<file path="config.mk">
export PLATFORM = sky130hd
export DESIGN_NAME = w5300_bus_sequencer_flat
export DESIGN_NICKNAME = d
export VERILOG_FILES = /design/src/rtl/w5300_bus_sequencer_if.sv /design/src/rtl/w5300_bus_sequencer.sv /design/src/flat_wrapper.sv
export SDC_FILE = /design/constraint.sdc
export NUM_CORES = 1
export LEC_CHECK = 0
export CAP_MARGIN = 40
export CORE_ASPECT_RATIO = 0.75
export CORE_MARGIN = 3
export CORE_UTILIZATION = 50
export CTS_CLUSTER_SIZE = 24
export DETAILED_ROUTE_END_ITERATION = 10
export PLACE_DENSITY = 0.82
export SYNTH_ARGS = -nofsm -noshare
export SYNTH_HDL_FRONTEND = slang
export SYNTH_SLANG_ARGS = --single-unit
</file>
<file path="constraint.sdc">
create_clock -name clk -period 4.4 [get_ports clk]
set_input_delay 1.32 -clock clk [delete_from_list [all_inputs] [get_ports clk]]
set_output_delay 1.32 -clock clk [all_outputs]
set_load 0.01 [all_outputs]
</file>
<file path="src/rtl/w5300_bus_sequencer_if.sv">
// Host-side request/acknowledge bundle between the QL address decoder and the W5300 sequencer.
interface w5300_bus_sequencer_if;
  logic       soft_reset;
  logic       req;
  logic       req_we;
  logic [9:0] req_addr;
  logic [7:0] req_wdata;
  logic       ack;
  logic [7:0] rdata;
  logic       ready;
  logic       busy;

  modport master (
    output soft_reset, req, req_we, req_addr, req_wdata,
    input  ack, rdata, ready, busy
  );

  modport slave (
    input  soft_reset, req, req_we, req_addr, req_wdata,
    output ack, rdata, ready, busy
  );
endinterface

</file>
<file path="src/rtl/w5300_bus_sequencer.sv">
// W5300 bus sequencer: owns the chip reset pulse, gates host access until ready and
// runs timed CS/RD/WR cycles. Define W5300_POST_RESET_WAIT_EN to add a post-reset PLL wait.
module w5300_bus_sequencer #(
  parameter int RESET_CYCLES   = 176,
  parameter int WAIT_CYCLES    = 16,
  parameter int STROBE_CYCLES  = 3,
  parameter int RECOVER_CYCLES = 2
) (
  input  logic                        clk,
  input  logic                        resetl,
  w5300_bus_sequencer_if.slave        host,
  output logic                        w5300_resetl,
  output logic                        w5300_csl,
  output logic                        w5300_rdl,
  output logic                        w5300_wrl,
  output logic [9:0]                  w5300_addr,
  output logic [7:0]                  w5300_data_out,
  output logic                        w5300_data_oe,
  input  logic [7:0]                  w5300_data_in
);

  typedef enum logic [2:0] {
    RST_HOLD,
    RST_WAIT,
    IDLE,
    SETUP,
    STROBE,
    HOLD,
    ACK,
    RECOVER
  } state_t;

  localparam logic [15:0] RESET_LAST   = 16'(RESET_CYCLES - 1);
  localparam logic [15:0] WAIT_LAST    = 16'(WAIT_CYCLES - 1);
  localparam logic [15:0] STROBE_LAST  = 16'(STROBE_CYCLES - 1);
  localparam logic [15:0] RECOVER_LAST = 16'(RECOVER_CYCLES - 1);

  state_t      state_reg, state_next;
  logic [15:0] cnt_reg, cnt_next;
  logic        pending_reg, pending_next;
  logic        we_reg, we_next;
  logic [9:0]  addr_reg, addr_next;
  logic [7:0]  wdata_reg, wdata_next;
  logic [7:0]  rdata_reg, rdata_next;

  logic        resetl_reg, csl_reg, rdl_reg, wrl_reg, oe_reg, ack_reg, ready_reg, busy_reg;
  logic        resetl_next, csl_next, rdl_next, wrl_next, oe_next, ack_next, ready_next, busy_next;
  logic        in_access;

  always_comb begin
    state_next   = state_reg;
    cnt_next     = cnt_reg;
    pending_next = pending_reg | host.soft_reset;
    we_next      = we_reg;
    addr_next    = addr_reg;
    wdata_next   = wdata_reg;
    rdata_next   = rdata_reg;

    case (state_reg)
      RST_HOLD: begin
        pending_next = 1'b0;
        if (host.soft_reset) begin
          cnt_next = '0;
        end else if (cnt_reg == RESET_LAST) begin
          cnt_next = '0;
`ifdef W5300_POST_RESET_WAIT_EN
          state_next = RST_WAIT;
`else
          state_next = IDLE;
`endif
        end else begin
          cnt_next = cnt_reg + 16'd1;
        end
      end
      RST_WAIT: begin
        pending_next = 1'b0;
        if (host.soft_reset) begin
          state_next = RST_HOLD;
          cnt_next   = '0;
        end else if (cnt_reg == WAIT_LAST) begin
          state_next = IDLE;
          cnt_next   = '0;
        end else begin
          cnt_next = cnt_reg + 16'd1;
        end
      end
      IDLE: begin
        cnt_next = '0;
        // A pending reset beats a simultaneous request; the request simply waits.
        if (pending_reg || host.soft_reset) begin
          state_next   = RST_HOLD;
          pending_next = 1'b0;
        end else if (host.req) begin
          state_next = SETUP;
          we_next    = host.req_we;
          addr_next  = host.req_addr;
          wdata_next = host.req_wdata;
        end
      end
      SETUP: begin
        state_next = STROBE;
        cnt_next   = '0;
      end
      STROBE: begin
        if (cnt_reg == STROBE_LAST) begin
          state_next = HOLD;
          cnt_next   = '0;
          if (!we_reg) begin
            rdata_next = w5300_data_in;
          end
        end else begin
          cnt_next = cnt_reg + 16'd1;
        end
      end
      HOLD: begin
        state_next = ACK;
      end
      ACK: begin
        state_next = RECOVER;
        cnt_next   = '0;
      end
      RECOVER: begin
        if (cnt_reg == RECOVER_LAST) begin
          state_next = IDLE;
          cnt_next   = '0;
        end else begin
          cnt_next = cnt_reg + 16'd1;
        end
      end
      default: begin
        state_next = RST_HOLD;
        cnt_next   = '0;
      end
    endcase

    // Pins are decoded from the next state so they leave the flops glitch-free.
    in_access   = (state_next == SETUP) || (state_next == STROBE) || (state_next == HOLD);
    resetl_next = (state_next != RST_HOLD);
    csl_next    = !in_access;
    rdl_next    = !((state_next == STROBE) && !we_next);
    wrl_next    = !((state_next == STROBE) && we_next);
    oe_next     = in_access && we_next;
    ack_next    = (state_next == ACK);
    ready_next  = (state_next != RST_HOLD) && (state_next != RST_WAIT);
    busy_next   = (state_next != IDLE);
  end

  always_ff @(posedge clk or negedge resetl) begin
    if (!resetl) begin
      state_reg   <= RST_HOLD;
      cnt_reg     <= '0;
      pending_reg <= 1'b0;
      we_reg      <= 1'b0;
      addr_reg    <= '0;
      wdata_reg   <= '0;
      rdata_reg   <= '0;
      resetl_reg  <= 1'b0;
      csl_reg     <= 1'b1;
      rdl_reg     <= 1'b1;
      wrl_reg     <= 1'b1;
      oe_reg      <= 1'b0;
      ack_reg     <= 1'b0;
      ready_reg   <= 1'b0;
      busy_reg    <= 1'b1;
    end else begin
      state_reg   <= state_next;
      cnt_reg     <= cnt_next;
      pending_reg <= pending_next;
      we_reg      <= we_next;
      addr_reg    <= addr_next;
      wdata_reg   <= wdata_next;
      rdata_reg   <= rdata_next;
      resetl_reg  <= resetl_next;
      csl_reg     <= csl_next;
      rdl_reg     <= rdl_next;
      wrl_reg     <= wrl_next;
      oe_reg      <= oe_next;
      ack_reg     <= ack_next;
      ready_reg   <= ready_next;
      busy_reg    <= busy_next;
    end
  end

  assign w5300_resetl   = resetl_reg;
  assign w5300_csl      = csl_reg;
  assign w5300_rdl      = rdl_reg;
  assign w5300_wrl      = wrl_reg;
  assign w5300_addr     = addr_reg;
  assign w5300_data_out = wdata_reg;
  assign w5300_data_oe  = oe_reg;
  assign host.ack       = ack_reg;
  assign host.rdata     = rdata_reg;
  assign host.ready     = ready_reg;
  assign host.busy      = busy_reg;

endmodule

</file>
<file path="src/flat_wrapper.sv">
// flat-port wrapper written by rule: the top's interface ports become plain ports
module w5300_bus_sequencer_flat 
#(
  parameter int RESET_CYCLES   = 176,
  parameter int WAIT_CYCLES    = 16,
  parameter int STROBE_CYCLES  = 3,
  parameter int RECOVER_CYCLES = 2
)
  (clk, resetl, w5300_resetl, w5300_csl, w5300_rdl, w5300_wrl, w5300_addr, w5300_data_out, w5300_data_oe, w5300_data_in, host_soft_reset, host_req, host_req_we, host_req_addr, host_req_wdata, host_ack, host_rdata, host_ready, host_busy);
  w5300_bus_sequencer_if host_i ();
  input  logic clk;
  input  logic resetl;
  output logic w5300_resetl;
  output logic w5300_csl;
  output logic w5300_rdl;
  output logic w5300_wrl;
  output logic [9:0] w5300_addr;
  output logic [7:0] w5300_data_out;
  output logic w5300_data_oe;
  input  logic [7:0] w5300_data_in;
  input wire logic [$bits(host_i.soft_reset)-1:0] host_soft_reset;
  input wire logic [$bits(host_i.req)-1:0] host_req;
  input wire logic [$bits(host_i.req_we)-1:0] host_req_we;
  input wire logic [$bits(host_i.req_addr)-1:0] host_req_addr;
  input wire logic [$bits(host_i.req_wdata)-1:0] host_req_wdata;
  output wire logic [$bits(host_i.ack)-1:0] host_ack;
  output wire logic [$bits(host_i.rdata)-1:0] host_rdata;
  output wire logic [$bits(host_i.ready)-1:0] host_ready;
  output wire logic [$bits(host_i.busy)-1:0] host_busy;
  assign host_i.soft_reset = host_soft_reset;
  assign host_i.req = host_req;
  assign host_i.req_we = host_req_we;
  assign host_i.req_addr = host_req_addr;
  assign host_i.req_wdata = host_req_wdata;
  assign host_ack = host_i.ack;
  assign host_rdata = host_i.rdata;
  assign host_ready = host_i.ready;
  assign host_busy = host_i.busy;
  w5300_bus_sequencer #(.RESET_CYCLES(RESET_CYCLES), .WAIT_CYCLES(WAIT_CYCLES), .STROBE_CYCLES(STROBE_CYCLES), .RECOVER_CYCLES(RECOVER_CYCLES)) u_core (.clk(clk), .resetl(resetl), .host(host_i), .w5300_resetl(w5300_resetl), .w5300_csl(w5300_csl), .w5300_rdl(w5300_rdl), .w5300_wrl(w5300_wrl), .w5300_addr(w5300_addr), .w5300_data_out(w5300_data_out), .w5300_data_oe(w5300_data_oe), .w5300_data_in(w5300_data_in));
endmodule
</file>
---- Word-level counts from Yosys, hierarchy flattened ----
Cells that the tools add are included.
Widths: inputs -> output; s select.
storage, ports and cells
  output and inout bits ................... 34
  flip-flop bits (word level) ............. 55
  word-level logic and storage cells ...... 75
  bits of input ports ..................... 31
operators by class
  muxes and demuxes ....................... 21
  bitwise logic cells ..................... 3
  reduce and logical (&&, ||, !) cells .... 18
  equality and inequality tests ........... 17
  add/sub/neg operators ................... 1
operators with widths
  kind                   number
  $mux 16                6
  $pmux 16 s5            1
  $mux 3                 8
  $pmux 3 s8             1
  $eq 3x3->1 const B     7
  $add 16x1->16 const B  1
  $eq 16x1->1 const B    1
  $eq 16x2->1 const B    1
  $eq 16x4->1 const B    1
  $eq 16x8->1 const B    1
  $eq 3x2->1 const B     3
  $reduce_and 3->1       2
  $reduce_bool 5->1      1
  $logic_and 1x1->1      4
  $logic_not 1->1        4
  $mux 1                 4
  $eq 3x1->1 const B     1
  $logic_not 3->1        1
  $logic_or 1x1->1       3
  $ne 3x1->1 const B     1
  $ne 3x2->1 const B     1
  $reduce_bool 3->1      1
  $reduce_or 3->1        1
  $not 1->1              2
  other kinds (3)        3

---- Logic depth before layout (Yosys ltp) ----
Gate-level depths: netlist of the first run.
  word-level depth ........................ 8
  gate-level depth with buffers ........... 9
  mapped depth without buffers ............ 8

---- Least setup slack after synthesis of the first run ----
No wires, ideal clock.
  path type ............................... input -> register
  start point ............................. in host_soft_reset
  end point ............................... reg u_core.cnt_reg[4]
  setup slack ............................. 1,988 ps
  stages on the path ...................... 5
  data required time ...................... 4,305 ps
  arrival time ............................ 2,316 ps
  buffers on the path ..................... 0
  cell sequence ........................... nor4b_1 -> a22oi_2 -> a21oi_2 -> nand2_1 -> o31ai_1
between the ends
  word-level cells in the longest chain between the ends .. 2
RTL lines
  element                     line                                                  source
  start, declared             flat_wrapper.sv:21                                    input wire logic [$bits(host_i.soft_reset)-1:0] host_soft_reset;
  $mux 16 (on tied branches)  w5300_bus_sequencer.sv:77, w5300_bus_sequencer.sv:62
  $pmux 16 s5 *               w5300_bus_sequencer.sv:59                             case (state_reg)
  end signal, assigned        w5300_bus_sequencer.sv:167                            cnt_reg <= cnt_next;
  end, declared               w5300_bus_sequencer.sv:39                             logic [15:0] cnt_reg, cnt_next;
Mark *: on every way between the ends. The rest lies on a longest branch, timed or not.
A chain may end at the register's enable or synchronous reset.

---- Final worst setup path of the first run ----
Same ends and word-level chain as after synthesis.

==> results of run 1 <==
[through the flow]
stage               total power [mW]  std cells  setup slack [ns]
floorplan                       1.30        204              1.99
global placement                1.66        321              1.39
detailed placement              1.67        322              1.24
CTS                             1.95        330              1.59
global route                    2.06        330              1.43
finish                          1.93        330              1.57
[worst min path at each step]
| stage | start | endpoint | slack, ns |
|---|---|---|---|
| 2_1_floorplan | u_core.pending_reg | u_core.pending_reg | 0.50 |
| 3_3_place_gp | u_core.w5300_addr[3] | u_core.w5300_addr[3] | 0.49 |
| 3_5_place_dp | u_core.w5300_data_out[2] | u_core.w5300_data_out[2] | 0.49 |
| 4_1_cts | u_core.w5300_data_out[2] | u_core.w5300_data_out[2] | 0.51 |
| 5_1_grt | u_core.w5300_data_out[1] | u_core.w5300_data_out[1] | 0.53 |
| 6_report | u_core.w5300_data_out[2] | u_core.w5300_data_out[2] | 0.51 |
[layout by cell type, fill, tap and decap left out, types with 3 or more instances in the layout]
cell             instances
and3_1                   5
and3_2                   3
clkbuf_8                 5
clkdlybuf4s50_1         63
dfrtp_1                 51
dfstp_2                  4
ha_1                     3
inv_1                    7
mux2_2                  26
nand2_1                  7
nand3_1                  9
nand4_1                  6
nor2_1                  22
nor2_2                   3
o21ai_0                  6
xnor2_1                  3
xor2_1                   9
[critical path, stage by stage]
cell and delay, ns:
clkdlybuf4s50_1 0.49, nor4b_1 0.40, a22oi_2 0.20, a21oi_2 0.27
nand2_1 0.13, o31ai_1 0.23
[layout make-up]
class	count	area, sq um
clock buffers	6	72.6
clock inverters	2	12.5
fillers	328	1350
flip-flops and latches	55	1380
inverters	7	26.3
multi-input cells	136	1060
well taps	57	71.3
repair buffers	67	671
[power by group through the flow]
stage	logic (mW)	registers [mW]	clock network [mW]
2_1_floorplan	0.436	0.860	0
3_3_place_gp	0.839	0.817	0
3_5_place_dp	0.850	0.824	0
4_1_cts	0.854	0.816	0.278
5_1_grt	0.920	0.837	0.305
6_report	0.843	0.816	0.270
[metal layers]
metal,part of all wire,routed length [microns]
met1,0.45,2260
met2,0.49,2450
met3,0.054,268
met4,0.0028,14
met5,0,0
[kinds of logic after synthesis]
| logic type | count (synthesis) | synth area share |
|---|---|---|
| simple gates | 75 | 0.184 |
| xor+xnor | 12 | 0.0416 |
| flops | 55 | 0.547 |
| mux | 27 | 0.120 |
| buf+inv | 13 | 0.0332 |
| fa+ha+maj | 3 | 0.0149 |
| compound gates | 19 | 0.0604 |
==> results by group, run 1 <==
Timing
  – FMAX: 0.353 GHz
  – Fin. Hold Viols: 0
  – Min Tclk post-route: 2.83 ns
  – Fin. max-slew vios: 0
  – Setup Viol. Count Final: 0
  – Period utilization: 0.643
  – Slew headroom: 0.724
  – Final Hold Slack: 0.510 ns
  – Skew final: around 0.0086 ns
  – Worst-Margin Slew: between 0.4 and 0.5 ns
  – RSZ-0062 raised after global routing: no
  – Setup TNS: 0 ns

Setup path
  – CP endpoint kind: flip-flop
  – Origin of the worst setup path: host_soft_reset
  – CP Data Required Time: 4.61 ns
  – Worst setup path end: u_core.cnt_reg[4]
  – CP Class: input port to flip-flop
  – Crit-path max FO: 5
  – R2R cell count: 7
  – Crit start category: input port
  – Crit path DAT: 3.04 ns
  – R2r setup slk: 2.15 ns
  – Reg2reg end: u_core.cnt_reg[10]
  – Worst r2r src: u_core.cnt_reg[0]

Routing
  – Vias/cell: 5.35
  – Routed Antenna Nets: 0
  – Drt first pass iters: 4
  – DRC: 0
  – DR vias: about 1.8k
  – DR WL/cell: 15.2 microns
  – Routed Wire Length: 5000 microns
  – 1st-iter DRT viols: 127

Yosys
  – Area leader, netlist: dfrtp_1
  – Main synth FF type: dfrtp_1
  – Netlist cell types: 43
  – Synth top area cells: dfrtp_1, mux2_2, dfstp_2, nor2_1, xor2_1
  – Syn nets: 238
  – Synth Register Bits: 55
  – Count leader, synth: dfrtp_1
  – Cell Area, Synth: ~2500 sq um
  – Number of synthesized flops with an enable pin: 0
  – Syn avg cell area: roughly 12 sq um
  – Asr flop ratio synth: 1.00
  – Seq/Total Area, Yosys: 0.547
  – Commonest cells post-synth: dfrtp_1, mux2_2, nor2_1
  – Post-Synthesis Cells: 204
  – Ys Warns: 0
  – Top-area cell type share of the netlist area: 0.505

CTS
  – Bufs on Longest Clock Path: 2
  – Total CTS buffers: 5
  – Clock root cell: clkbuf_8
  – Post_cts resized: 0
  – Post-CTS Setup Inserts: 0
  – Sink Count: 55
  – CTS tree: done
  – Clock Latency Late Sink: 0.30 ns
  – # H-tree levels: 2
  – CTS Hold Bufs: 0
  – Reg clk slew, reported paths: 0.10 ns

Layout
  – Ant. Diodes: 0
  – Util after Layout: 0.709
  – Design Area, Final: 3300 sq um
  – Area delta synth->final: 30.4%
  – Largest register FFs: 16
  – Nets: 306
  – Layout cells sized above 1: 0.223

Power and ir drop
  – Gate power share: 0.437
  – Int Power: 1.28 mW
  – Sw Ratio: 0.335
  – Clock share of power: 0.140
  – Pwr Density: 585 nW/um^2
  – NetSw: 0.646 mW
  – Leakage power: approximately 1.5 nW
  – Worst VDD drop: 0.000356 V
  – Flop pwr share: 0.423

Min path
  – Hold Crit Depth: 1
  – Hold WC Path Type: flip-flop to flip-flop

Global routing
  – Met1 Use GR: 0.250
  – Routing usage on met3: 0.0512
  – Vias in the first global route: between 1.5k and 2k
  – First-pass GRT wire length: 8010 microns
  – GRT Total Usage: 0.177
  – Grt met2 use: 0.275
  – Antenna violations before repair: 0
  – Largest net degree at the start of global routing: 32
  – GRT busiest layer: met2
  – Global route total overflow: 0

Die
  – Starting density of the core: 0.543
  – Die W: between 80 and 90 microns
  – Site Rows: 21
  – Core Region: 4650 sq um
  – # IOs: 65
  – Die height: 67.6 microns
  – Total Die Area: 5950 sq um

Place
  – Port Buffers: 64
  – GPL Wtd Cong: 0.812
  – HPWL after DPL: around 3700 microns
  – Dpl cell area: 3210 sq um

Status
  – Outcome: complete, no violations

Run
  – Maxcap violations: 0
No activity file was read; power rests on OpenSTA's default activity.
==> inputs of run 2 (changes only) <==
--- a/config.mk
+++ b/config.mk
@@ -8,10 +8,10 @@
 export CAP_MARGIN = 40
 export CORE_ASPECT_RATIO = 0.75
 export CORE_MARGIN = 3
-export CORE_UTILIZATION = 50
+export CORE_UTILIZATION = 44
 export CTS_CLUSTER_SIZE = 24
 export DETAILED_ROUTE_END_ITERATION = 10
-export PLACE_DENSITY = 0.82
+export PLACE_DENSITY = 0.76
 export SYNTH_ARGS = -nofsm -noshare
 export SYNTH_HDL_FRONTEND = slang
 export SYNTH_SLANG_ARGS = --single-unit
==> constraint.sdc (replaced) <==
create_clock -name clk -period 2.3 [get_ports clk]
set_input_delay 0.69 -clock clk [delete_from_list [all_inputs] [get_ports clk]]
set_output_delay 0.69 -clock clk [all_outputs]
set_load 0.01 [all_outputs]
==> run 2 against run 1 <==
Against the previous run: non-clock buffer count grew 4; clock skew shrank 0.0034 ns; worst hold slack lost 0.16 ns; via count grew 1.3%; clock-buffer cell count is the same; sequential share of layout area shrank 1.1 points; final cell count grew 6.7%; combinational power grew 110%; critical path depth grew 2.
==> results by group, run 2 (synthesis gave the netlist of run 1 again) <==
CTS
  – Bufs on Longest Clock Path: 2 (unchanged)
  – Post_cts resized: 0 (unchanged)
  – CTS Hold Bufs: 0 (unchanged)
  – CTS tree: done
  – # H-tree levels: 2 (unchanged)
  – Sink Count: 55 (unchanged)
  – Clock Latency Late Sink: 0.30 ns (about the same)
  – Clock root cell: clkbuf_8
  – Post-CTS Setup Inserts: 0 (unchanged)
  – Reg clk slew, reported paths: 0.09 ns (about the same)
  – Total CTS buffers: 5 (unchanged)

Die
  – Core Region: 5440 sq um (+17%)
  – Site Rows: 23 (+9.5%)
  – Starting density of the core: 0.465 (-0.0788)
  – # IOs: 65 (unchanged)
  – Total Die Area: 6700 sq um (+13%)
  – Die W: 93.5 microns (+6.2%)
  – Die height: 71.6 microns (+6.0%)

Setup path
  – Origin of the worst setup path: u_core.cnt_reg[0]
  – Crit-path cells: inv_1 > ha_1 > nor3b_1 > and4_2 > a211o_2 > a21oi_2 > nand2_1 > o31ai_1
  – Delay-heaviest family, CP: compound AO/OA/AOI/OAI gates
  – CP Class: flip-flop to flip-flop
  – CP endpoint kind: flip-flop
  – CP peak stage delay: 0.44 ns (-0.05 ns)
  – Bufs and invs on worst path: 1 (unchanged)
  – CP Data Required Time: 2.51 ns (-2.10 ns)
  – Worst r2r src: u_core.cnt_reg[0]
  – Crit start category: flip-flop
  – Crit path DAT: 2.36 ns (-0.68 ns)
  – Crit-path max FO: 6 (+1)
  – Crit-path slowest cell: dfrtp_1

Global routing
  – Global route total overflow: 0 (unchanged)
  – Vias in the first global route: 1786 (+9.1%)
  – Largest net degree at the start of global routing: 34 (+6.3%)
  – Antenna violations before repair: 0 (unchanged)
  – First-pass GRT wire length: 8670 microns (+8.2%)
  – GRT Total Usage: 0.163 (-0.0147)

Status
  – Outcome: complete, no violations

Layout
  – Area delta synth->final: 34.0%
  – Ant. Diodes: 0 (unchanged)
  – Largest register FFs: 16 (unchanged)
  – Util after Layout: 0.622 (-0.0864)
  – Commonest non-fill, non-tap cell in the layout: clkdlybuf4s50_1
  – Fillers: 426 (+30%)
  – Nets: 310 (+1.3%)
  – Design Area, Final: 3390 sq um (+2.7%)
  – Layout cells sized above 1: 0.238 (+0.0148)
  – Most frequent cells in the layout: clkdlybuf4s50_1, dfrtp_1, mux2_2

Timing
  – Setup Viol. Count Final: 0 (unchanged)
  – Fin. max-slew vios: 0 (unchanged)
  – Skew final: 0.00528 ns (-0.00335 ns)
  – Final Hold Slack: 0.346 ns (-0.164 ns)
  – FMAX: 0.465 GHz
  – Worst-Margin Slew: 0.516 ns (+0.108 ns)
  – Fin. Hold Viols: 0 (unchanged)
  – Min Tclk post-route: 2.15 ns
  – Period utilization: 0.935
  – RSZ-0062 raised after global routing: no
  – Slew headroom: 0.656 (-0.0680)

Power and ir drop
  – Leakage power: 1.49 nW (+2.2%)
  – Worst VDD drop: 0.000499 V (+40%)
  – Pwr Total: 3.83 mW (+99%)
  – Pwr Density: 1130 nW/um^2 (+94%)

Place
  – HPWL after DPL: 3890 microns (+4.1%)
  – GPL Wtd Cong: 0.899 (+11%)
  – Dpl cell area: 3290 sq um (+2.4%)
  – Port Buffers: 64 (unchanged)

Routing
  – Drt first pass iters: 4 (unchanged)
  – DR vias: 1789 (+1.3%)
  – Vias/cell: 5.08 (-5.0%)
  – DR WL/cell: 14.5 microns (-4.2%)
  – 1st-iter DRT viols: 68 (-46%)
  – DRC: 0 (unchanged)
  – Routed Antenna Nets: 0 (unchanged)
  – Routed Wire Length: 5110 microns (+2.1%)

Min path
  – Hold WC Path Type: input port to asynchronous set/reset pin

Run
  – Maxcap violations: 0 (unchanged)
run 2: cell types whose count changed in the layout (fill, tap and decap cells not counted), sizes merged:
cell	delta
buf	+4
run 2: layout make-up:
cell class              count  area, sq um  area share
multi-input cells         136         1070       0.317
clock buffers               6         72.6      0.0214
inverters                   7         26.3     0.00776
flip-flops and latches     55         1380       0.408
repair buffers             71          726       0.214
clock inverters             2         12.5     0.00370
well taps                  75         93.8      0.0277
run 2: path summary, 6_finish.rpt:
check	slack, ns	cells after the start	endpoint
hold reg to reg	0.51	1	u_core.w5300_addr[3]
max in group asynchronous	1.41	2	u_core.cnt_reg[9]
setup / recovery	0.15	8	u_core.cnt_reg[4]
min in group clk	0.51	1	u_core.w5300_addr[3]
hold / removal	0.35	1	u_core.host.rdata[3]
setup reg to reg	0.15	8	u_core.cnt_reg[4]
run 2: report_power, final:
group	internal (mW)	total (mW)	switching (mW)
Sequential	1.33	1.57	0.239
Clock	0.214	0.523	0.309
Combinational	1.00	1.75	0.743
run 2: layer usage:
metal  vias up  GRT usage  routed length (microns)
met5         -          0                        0
met4         0     0.0390                       49
met3         5     0.0399                      228
met2        35      0.254                     2490
met1       885      0.230                     2340
li1        864          -                        -
run 2: metrics by stage:
step	setup slack, ns	setup TNS (ns)	std cells
5_1_grt	0.0119	0	352
3_3_place_gp	-0.106	-0.944	344
6_report	0.149	0	352
2_1_floorplan	0.398	0	204
4_1_cts	0.0714	0	352
3_5_place_dp	-0.204	-1.99	344
==> inputs of run 3 (changes only) <==
--- a/config.mk
+++ b/config.mk
@@ -6,7 +6,7 @@
 export NUM_CORES = 1
 export LEC_CHECK = 0
 export CAP_MARGIN = 40
-export CORE_ASPECT_RATIO = 0.75
+export CORE_ASPECT_RATIO = 0.6
 export CORE_MARGIN = 3
 export CORE_UTILIZATION = 44
 export CTS_CLUSTER_SIZE = 24
==> run 3 against run 2 <==
Against the previous run: utilization grew 1.9 points; combinational power is 3% higher; power up 1.2%; register-to-register slack got worse by 0.04 ns; via count decreased by 1.3%; first-iteration DRC count shrank 7.4%; clock power decreased by 3%; setup slack lost 0.039 ns; final cell count is 1.1% higher; sequential cell count unchanged; sequential power about the same; fmax shrank 1.8%; critical endpoint unchanged; highest routed layer unchanged.
==> results by group, run 3 (synthesis gave the netlist of run 1 again) <==
Layout
  – Most frequent cells in the layout: clkdlybuf4s50_1, dfrtp_1, mux2_2
  – Area delta synth->final: 34.7%
  – Commonest non-fill, non-tap cell in the layout: clkdlybuf4s50_1
  – Util after Layout: 0.642 (+0.0190)
  – Largest register FFs: 16 (unchanged)
  – Layout cells sized above 1: 0.244 (+0.00546)
  – Ant. Diodes: 0 (unchanged)
  – Design Area, Final: 3400 sq um (+0.52%)
  – Fillers: 433 (+1.6%)
  – Nets: 312 (+0.65%)

Global routing
  – Vias in the first global route: 1734 (-2.9%)
  – Antenna violations before repair: 0 (unchanged)
  – First-pass GRT wire length: 8940 microns (+3.2%)
  – GRT Total Usage: 0.166 (+0.00285)
  – Global route total overflow: 0 (unchanged)
  – Largest net degree at the start of global routing: 56 (+65%)

Die
  – Total Die Area: 6720 sq um (+0.30%)
  – Site Rows: 20 (-13%)
  – Starting density of the core: 0.476 (+0.0117)
  – Core Region: 5310 sq um (-2.5%)
  – # IOs: 65 (unchanged)
  – Die W: 104 microns (+11%)
  – Die height: 64.7 microns (-9.7%)

CTS
  – CTS tree: done
  – Reg clk slew, reported paths: 0.09 ns (about the same)
  – Bufs on Longest Clock Path: 2 (unchanged)
  – CTS Hold Bufs: 0 (unchanged)
  – Clock root cell: clkbuf_8
  – Sink Count: 55 (unchanged)
  – Post-CTS Setup Inserts: 0 (unchanged)
  – Post_cts resized: 0 (unchanged)
  – Total CTS buffers: 5 (unchanged)
  – Clock Latency Late Sink: 0.30 ns (about the same)
  – # H-tree levels: 2 (unchanged)

Power and ir drop
  – Worst VDD drop: 0.000699 V (+40%)
  – Leakage power: 1.50 nW (+0.70%)
  – Int Power: 2.58 mW (+1.5%)
  – Pwr Total: 3.88 mW (+1.2%)
  – NetSw: 1.30 mW (+0.72%)
  – Flop pwr share: 0.405 (-0.003)
  – Clock share of power: 0.131 (-0.005)
  – Gate power share: 0.464 (+0.009)
  – Pwr Density: 1140 nW/um^2 (+0.70%)
  – Sw Ratio: 0.335 (-0.00168)

Routing
  – Highest Signal Layer: met4
  – Met3 wire length: 360 microns (+58%)
  – DR WL met2: 2340 microns (-5.9%)
  – Drt first pass iters: 4 (unchanged)
  – 1st-iter DRT viols: 63 (-7.4%)
  – DR WL/cell: 14.8 microns (+1.8%)
  – DRC: 0 (unchanged)
  – Routed Antenna Nets: 0 (unchanged)
  – Post-Route M1 WL: 2530 microns (+8.3%)
  – Vias/cell: 4.96 (-2.4%)
  – DR vias: 1766 (-1.3%)
  – Routed Wire Length: 5260 microns (+3.0%)

Setup path
  – CP endpoint kind: flip-flop
  – Crit-path max FO: 6 (unchanged)
  – Crit-path slowest cell: dfrtp_1
  – Crit path DAT: 2.36 ns (about the same)
  – CP peak stage delay: 0.44 ns (about the same)
  – Crit-path cells: ha_1 > and3_2 > nand4_2 > a2111oi_4 > buf_4 > a211oi_1 > o21ai_0 > o31ai_1
  – Crit start category: flip-flop
  – R2r setup slk: 0.11 ns (-0.04 ns)
  – CP Data Required Time: 2.48 ns (-0.03 ns)
  – CP Class: flip-flop to flip-flop

Place
  – Pre-CTS setup slack: -0.219 ns (-0.0143 ns)
  – Port Buffers: 64 (unchanged)
  – Dpl cell area: 3310 sq um (+0.53%)
  – GPL Wtd Cong: 0.784 (-13%)
  – HPWL after DPL: 3980 microns (+2.2%)

Status
  – Outcome: complete, no violations

Timing
  – Worst-Margin Slew: 0.403 ns (-0.112 ns)
  – Fin. Hold Viols: 0 (unchanged)
  – Skew final: 0.00522 ns (-0.0000560 ns)
  – Slew headroom: 0.731 (+0.0749)
  – Worst setup margin: 0.111 ns (-0.0386 ns)
  – Period utilization: 0.952 (+0.0168)
  – Setup Viol. Count Final: 0 (unchanged)
  – FMAX: 0.457 GHz (-1.8%)
  – Min Tclk post-route: 2.19 ns (+0.0386 ns)
  – RSZ-0062 raised after global routing: yes
  – Fin. max-slew vios: 0 (unchanged)

Run
  – Maxcap violations: 0 (unchanged)

Min path
  – Hold WC Path Type: input port to asynchronous set/reset pin
run 3: area by class of cell:
cell class	count	area, sq um	area share
sequential	55	1380	0.406
multi-input combinational	136	1070	0.315
timing repair buffer	73	741	0.218
tap	77	96.3	0.0283
clock buffer	6	72.6	0.0213
inverter	7	26.3	0.00772
clock inverter	2	12.5	0.00368
run 3: layer usage:
layer | up-vias | track usage
met5 | - | 0
met4 | 0 | 0.0199
met3 | 2 | 0.0547
met2 | 43 | 0.250
met1 | 857 | 0.240
li1 | 864 | -
run 3: metrics by stage:
step | TNS (ns) | instances | hold slack (ns)
2_1_floorplan | 0 | 204 | 0.394
3_3_place_gp | -0.672 | 348 | 0.486
3_5_place_dp | -2.24 | 348 | 0.491
4_1_cts | 0 | 356 | 0.383
5_1_grt | -0.0555 | 356 | 0.383
6_report | 0 | 356 | 0.372
run 3: path summary, 6_finish.rpt:
check	to	from	cells after the start
max in group asynchronous	u_core.w5300_csl	resetl	2
worst min register to register	u_core.host.rdata[1]	u_core.host.rdata[1]	1
worst max register to register	u_core.cnt_reg[4]	u_core.cnt_reg[0]	8
worst max-delay path	u_core.cnt_reg[4]	u_core.cnt_reg[0]	8
worst min-delay path	u_core.host.rdata[0]	resetl	2
min in group clk	u_core.host.rdata[1]	u_core.host.rdata[1]	1
run 3: power by group through the flow:
stage          sequential, mW  combinational, mW  clock (mW)
3_5_place_dp             1.58               1.82           0
6_report                 1.57               1.80       0.508
3_3_place_gp             1.56               1.77           0
2_1_floorplan            1.64              0.834           0
5_1_grt                  1.63               1.96       0.570
4_1_cts                  1.57               1.82       0.531
run 3: critical path, delay by kind of cell (launching register included):
| kind | cells | cell delay (ns) |
|---|---|---|
| AO/OA/AOI/OAI | 4 | 0.76 |
| flip-flops | 1 | 0.44 |
| AND/OR/NAND/NOR | 2 | 0.42 |
| adder cells (fa/ha/maj) | 1 | 0.27 |
| buffers and inverters | 1 | 0.17 |
